**config.mk**
```make
export PLATFORM = sky130hd
export DESIGN_NAME = pipelined_decode_stage
export DESIGN_NICKNAME = d
export VERILOG_FILES = /design/src/rtl/pipelined_decode_stage.sv
export SDC_FILE = /design/constraint.sdc
export NUM_CORES = 2
export LEC_CHECK = 0
export CAP_MARGIN = 15
export CORE_ASPECT_RATIO = 0.6
export CORE_MARGIN = 2
export CORE_UTILIZATION = 30
export DETAILED_ROUTE_END_ITERATION = 10
export PLACE_DENSITY = 0.52
export SLEW_MARGIN = 20
export SYNTH_ARGS = -nofsm -noshare
export SYNTH_HDL_FRONTEND = slang
export SYNTH_SLANG_ARGS = --single-unit
```
**constraint.sdc**
```tcl
create_clock -name clk -period 3.3 [get_ports clk]
set_input_delay 0.825 -clock clk [delete_from_list [all_inputs] [get_ports clk]]
set_output_delay 0.825 -clock clk [all_outputs]
set_load 0.01 [all_outputs]
```
**src/rtl/pipelined_decode_stage.sv**
```systemverilog
// MIPS decode stage: bypassed register file, immediate generation, load-use hazard
// detection and the ID/EX pipeline register with valid/stall/flush control.
module pipelined_decode_stage #(
   parameter int unsigned DATA_W    = 32,
   parameter int unsigned REG_COUNT = 32,
   parameter int unsigned ADDR_W    = 5,
   parameter bit          ZERO_REG  = 1'b1,
   parameter int unsigned CNT_W     = 16
) (
   input  logic              clk,
   input  logic              rst,
   input  logic              in_valid,
   input  logic [31:0]       instr,
   input  logic              stall_in,
   input  logic              flush,
   input  logic              wb_en,
   input  logic [ADDR_W-1:0] wb_addr,
   input  logic [DATA_W-1:0] wb_data,
   input  logic              ex_is_load,
   input  logic [ADDR_W-1:0] ex_rd,
   output logic              id_ready,
   output logic              hazard_stall,
   output logic              out_valid,
   output logic [DATA_W-1:0] out_a,
   output logic [DATA_W-1:0] out_b,
   output logic [DATA_W-1:0] out_immed,
   output logic [ADDR_W-1:0] out_wr_addr,
   output logic [5:0]        out_opcode,
   output logic [CNT_W-1:0]  stall_count
);

   localparam logic [5:0] OpRType = 6'b100000;

   logic [5:0]        opcode;
   logic [ADDR_W-1:0] a_addr;
   logic [ADDR_W-1:0] b_addr;
   logic [ADDR_W-1:0] wr_addr;
   logic              wb_commit;
   logic [DATA_W-1:0] rd_a;
   logic [DATA_W-1:0] rd_b;
   logic [DATA_W-1:0] imm_sext;
   logic [DATA_W-1:0] imm_gen;
   logic [DATA_W-1:0] regs_q [REG_COUNT];

   assign opcode   = instr[31:26];
   assign a_addr   = instr[21 +: ADDR_W];
   assign wr_addr  = instr[16 +: ADDR_W];
   assign b_addr   = (opcode == OpRType) ? instr[11 +: ADDR_W] : instr[16 +: ADDR_W];
   assign imm_sext = {{(DATA_W-16){instr[15]}}, instr[15:0]};

   // Writes to the hard-wired zero register are dropped here so the bypass ignores them too.
   assign wb_commit = wb_en && !(ZERO_REG && (wb_addr == '0));

   always_ff @(posedge clk) begin
      if (rst) begin
         for (int i = 0; i < int'(REG_COUNT); i++) begin
            regs_q[i] <= '0;
         end
      end else if (wb_commit) begin
         regs_q[wb_addr] <= wb_data;
      end
   end

   always_comb begin
      rd_a = regs_q[a_addr];
      if (wb_commit && (wb_addr == a_addr)) rd_a = wb_data;
      if (ZERO_REG && (a_addr == '0)) rd_a = '0;
   end

   always_comb begin
      rd_b = regs_q[b_addr];
      if (wb_commit && (wb_addr == b_addr)) rd_b = wb_data;
      if (ZERO_REG && (b_addr == '0)) rd_b = '0;
   end

   always_comb begin
      imm_gen = imm_sext;
      casez (opcode)
         6'b111111, 6'b00000?: imm_gen = imm_sext << 2;
         6'b111001: begin
            imm_gen        = '0;
            imm_gen[31:16] = instr[15:0];
         end
         6'b11001?: imm_gen = {{(DATA_W-16){1'b0}}, instr[15:0]};
         default: ;
      endcase
   end

   assign hazard_stall = in_valid && ex_is_load && (ex_rd != '0) &&
                         ((ex_rd == a_addr) || (ex_rd == b_addr));
   assign id_ready     = !stall_in && !hazard_stall;

   // Flush outranks stall and hazard; data fields keep their old values on a bubble.
   always_ff @(posedge clk) begin
      if (rst) begin
         out_valid   <= 1'b0;
         out_a       <= '0;
         out_b       <= '0;
         out_immed   <= '0;
         out_wr_addr <= '0;
         out_opcode  <= '0;
         stall_count <= '0;
      end else if (flush) begin
         out_valid <= 1'b0;
      end else if (stall_in) begin
         out_valid <= out_valid;
      end else if (hazard_stall) begin
         out_valid <= 1'b0;
         if (stall_count != {CNT_W{1'b1}}) stall_count <= stall_count + CNT_W'(1);
      end else begin
         out_valid   <= in_valid;
         out_a       <= rd_a;
         out_b       <= rd_b;
         out_immed   <= imm_gen;
         out_wr_addr <= wr_addr;
         out_opcode  <= opcode;
      end
   end

endmodule

```
==> results_dict.tcl <==
set metrics [dict create \
    path_class "in2out" \
    rsz0062_at_grt "yes" \
    worst_ep_arrival_time_ns 2.62 \
    cts_sinks 1148 \
    die_x_um 592 \
    top_usage_layer "met1" \
    endpoint_kind "output pin" \
    mostFrequentLayoutCells "and2_1 (1,039), edfxtp_1 (1,024), nand2_1 (626), buf_4 (377), mux4_2 (320)" \
    status "finished, violations left" \
    grt_pass1_vias 46400 \
    syn_to_final_growth_pct 22.6 \
    clk_path_buf_depth 3 \
    max_freq_mhz 291 \
    worst_slack_ns -0.142 \
    reg2reg_depth 5 \
    nets 5720 \
    syn-cell-area_sq_mm 0.0623 \
    max_cap_violations 0 \
    drc 0 \
    start_util 0.302 \
    p_sw_w 0.0101 \
    die_area_sq_mm 0.212 \
    drive_above_1_share 0.221 \
    gr-usage-met1 0.395 \
    dr.pass1.iters 6 \
    wl_per_cell_um 32.5 \
    p_sw_frac 0.275 \
    ys_ff_latch 1148 \
    period_minus_slack_ns 3.44 \
    dpl.cell_count 8262 \
    ys_types 70 \
    clock-root-buffer "clkbuf_16" \
    placed_area_sq_mm 0.0724 \
    power_frac_seq 0.469 \
    die_y_um 357 \
    initialDrtViolationCount 8487 \
    use_met3 0.0691 \
    postSynthCellCount 5271 \
    ant_nets 0 \
    nFillCells 19800 \
    drt-total-wl_um 277000 \
    relSlewSlack 0.260 \
    worstPathRequired_ns 2.47 \
    hold_viol 0 \
    yosys.area.top_type "edfxtp_1" \
    cp_max_fo 3 \
    worst_pin_slew_ns 1.08 \
    vias 49500 \
    finalInstanceArea_sq_mm 0.0764 \
    avgSynthCellArea_sq_um 11.8 \
    grt_first_pass_wirelength_um 380000 \
    layout_commonest_cell "and2_1" \
    cts.htree.levels 3 \
    pwr-share-clk 0.379 \
    coreArea_sq_mm 0.206 \
    yosysTopAreaCellShare 0.493 \
    synth_ff_type "edfxtp_1" \
    final_max_slew_viol_count 0 \
    hp-class "in2reg" \
    antenna_found_initial 28 \
    p_leak_nw 26.9 \
    dp_hpwl_um 188000 \
    skew_ns 0.0518 \
    ctsHoldBuffers 0 \
    worstSkewPairLatency_ns 0.77 \
    p_int_w 0.0266 \
    yosysWarnings 0 \
    holdPathStages 1 \
    violations "setup timing" \
    gp_congestion 0.921 \
    grt_usage 0.255 \
    rows 129 \
    met2_usage 0.343 \
    cts_tree "yes" \
    p_per_area_mw_per_mm2 479 \
    setup_viol 2 \
    io_buffer_count 206 \
    worst_setup_path_start_kind "input pin" \
    p_comb_frac 0.152 \
    synth_edf_count 1024 \
    ys_top_cells_by_area "edfxtp_1 (49%), mux4_2 (12%), and2_1 (10%), dfxtp_1 (4.0%), nand2_1 (3.8%)" \
    drt-vias-per-instance 5.82 \
    instances_no_fill 8505 \
    grt_max_degree 138 \
    gr-total-overflow 0 \
    hold_slack_ns 0.439 \
    synth_seq_area_share 0.533 \
    io_pins 207 \
    async_reset_ff_frac 0 \
    finalCritPeriodShare 1.04 \
    cts_made_buffers 114 \
    peakVddDrop_mv 0.434 \
    clk_pin_slew_ns 0.07 \
]
[what timing repair did]
item	in CTS	in global routing
gates resized for setup	47	5
setup buffers	8	3
pin swaps	10	3
setup endpoints to repair	29	5
[cells by family (layout without fill, tap and decap cells)]
kind of cell               Yosys count  count (layout)  synth area share
and+or+nand+nor                   2211            2211             0.187
DFF                               1148            1148             0.533
AOI/OAI and AO/OA                  789             789            0.0866
muxes                              551             551             0.155
buffers and inverters              545             980            0.0352
xor gates and xnor gates            25              25           0.00351
adders and majority gates            1               1          0.000201
other                                1              49         0.0000602
[state kept, by name, indices dropped and copies added, names as in the netlist]
register / count
out_opcode: 6
out_wr_addr: 5
out_immed: 32
out_a: 32
stall_count: 16
out_b: 32
out_valid: 1
regs_q: 1024
[worst max-delay path: stages]
cell     delay, ns
buf_6         0.09
buf_6         0.11
nor4_4        0.41
buf_12        0.16
nand3_1       0.12
and3_4        0.18
nor4_4        0.29
a31o_4        0.23
buf_6         0.11
buf_6         0.09
[layout make-up]
type | count | area (sq um) | share of cell area
multi-input cells | 3609 | 27500 | 0.360
diodes | 17 | 42.5 | 0.000557
well taps | 2751 | 3440 | 0.0450
clock inverters | 63 | 692 | 0.00906
inverters | 9 | 33.8 | 0.000442
flip-flops and latches | 1148 | 33200 | 0.435
clock buffers | 152 | 3130 | 0.0410
repair buffers | 756 | 8330 | 0.109
[through the flow]
step / utilization / power [W] / setup WS, ns / setup TNS (ns)
2_1_floorplan: - / 0.0199 / -0.0112 / -0.0112
3_3_place_gp: 0.351 / 0.0228 / -1.13 / -86.84
3_5_place_dp: 0.351 / 0.0228 / -1.10 / -91.04
4_1_cts: 0.370 / 0.0366 / -0.107 / -0.162
5_1_grt: 0.370 / 0.0375 / -0.185 / -0.342
6_report: 0.370 / 0.0366 / -0.142 / -0.227
[cells in the mapped netlist (16+ instances only)]
master	n
mux2i_1	145
buf_1	44
or2_2	33
mux2_2	83
a221oi_1	35
a211oi_1	81
nor2b_1	22
a32oi_1	50
buf_2	77
o21ai_0	102
nor2_1	179
a22o_1	32
o22a_1	17
mux4_2	320
o221ai_1	33
a21oi_1	242
dfxtp_1	124
nand4_1	49
and2_1	1040
edfxtp_1	1024
nor3_1	23
o211ai_1	34
nand2_1	627
o22ai_1	20
a31oi_1	23
clkbuf_1	404
a311oi_1	16
nand3_1	180
a221o_1	32
a22oi_1	32
[final timing paths]
| path | slack, ns | from | end |
|---|---|---|---|
| min | 0.44 | rst | regs_q[0][28] |
| max | -0.14 | instr[30] | hazard_stall |
| min reg2reg | 0.45 | out_opcode[3] | out_opcode[3] |
| max reg2reg | 0.57 | regs_q[20][21] | out_a[21] |
[power by group through the flow]
stage / Clock, W / Sequential (W) / Combinational (W)
floorplan: 0 / 0.0172 / 0.00265
finish: 0.0139 / 0.0172 / 0.00555
CTS: 0.0140 / 0.0171 / 0.00543
detailed placement: 0 / 0.0174 / 0.00540
global route: 0.0145 / 0.0172 / 0.00574
global placement: 0 / 0.0174 / 0.00538
[per-layer routing]
layer	share of wire	wire length, um
met1	0.45	123000
met5	0.000090	25
met2	0.40	110000
met4	0.027	7380
met3	0.13	36300
(Power assumes the default switching activity.)
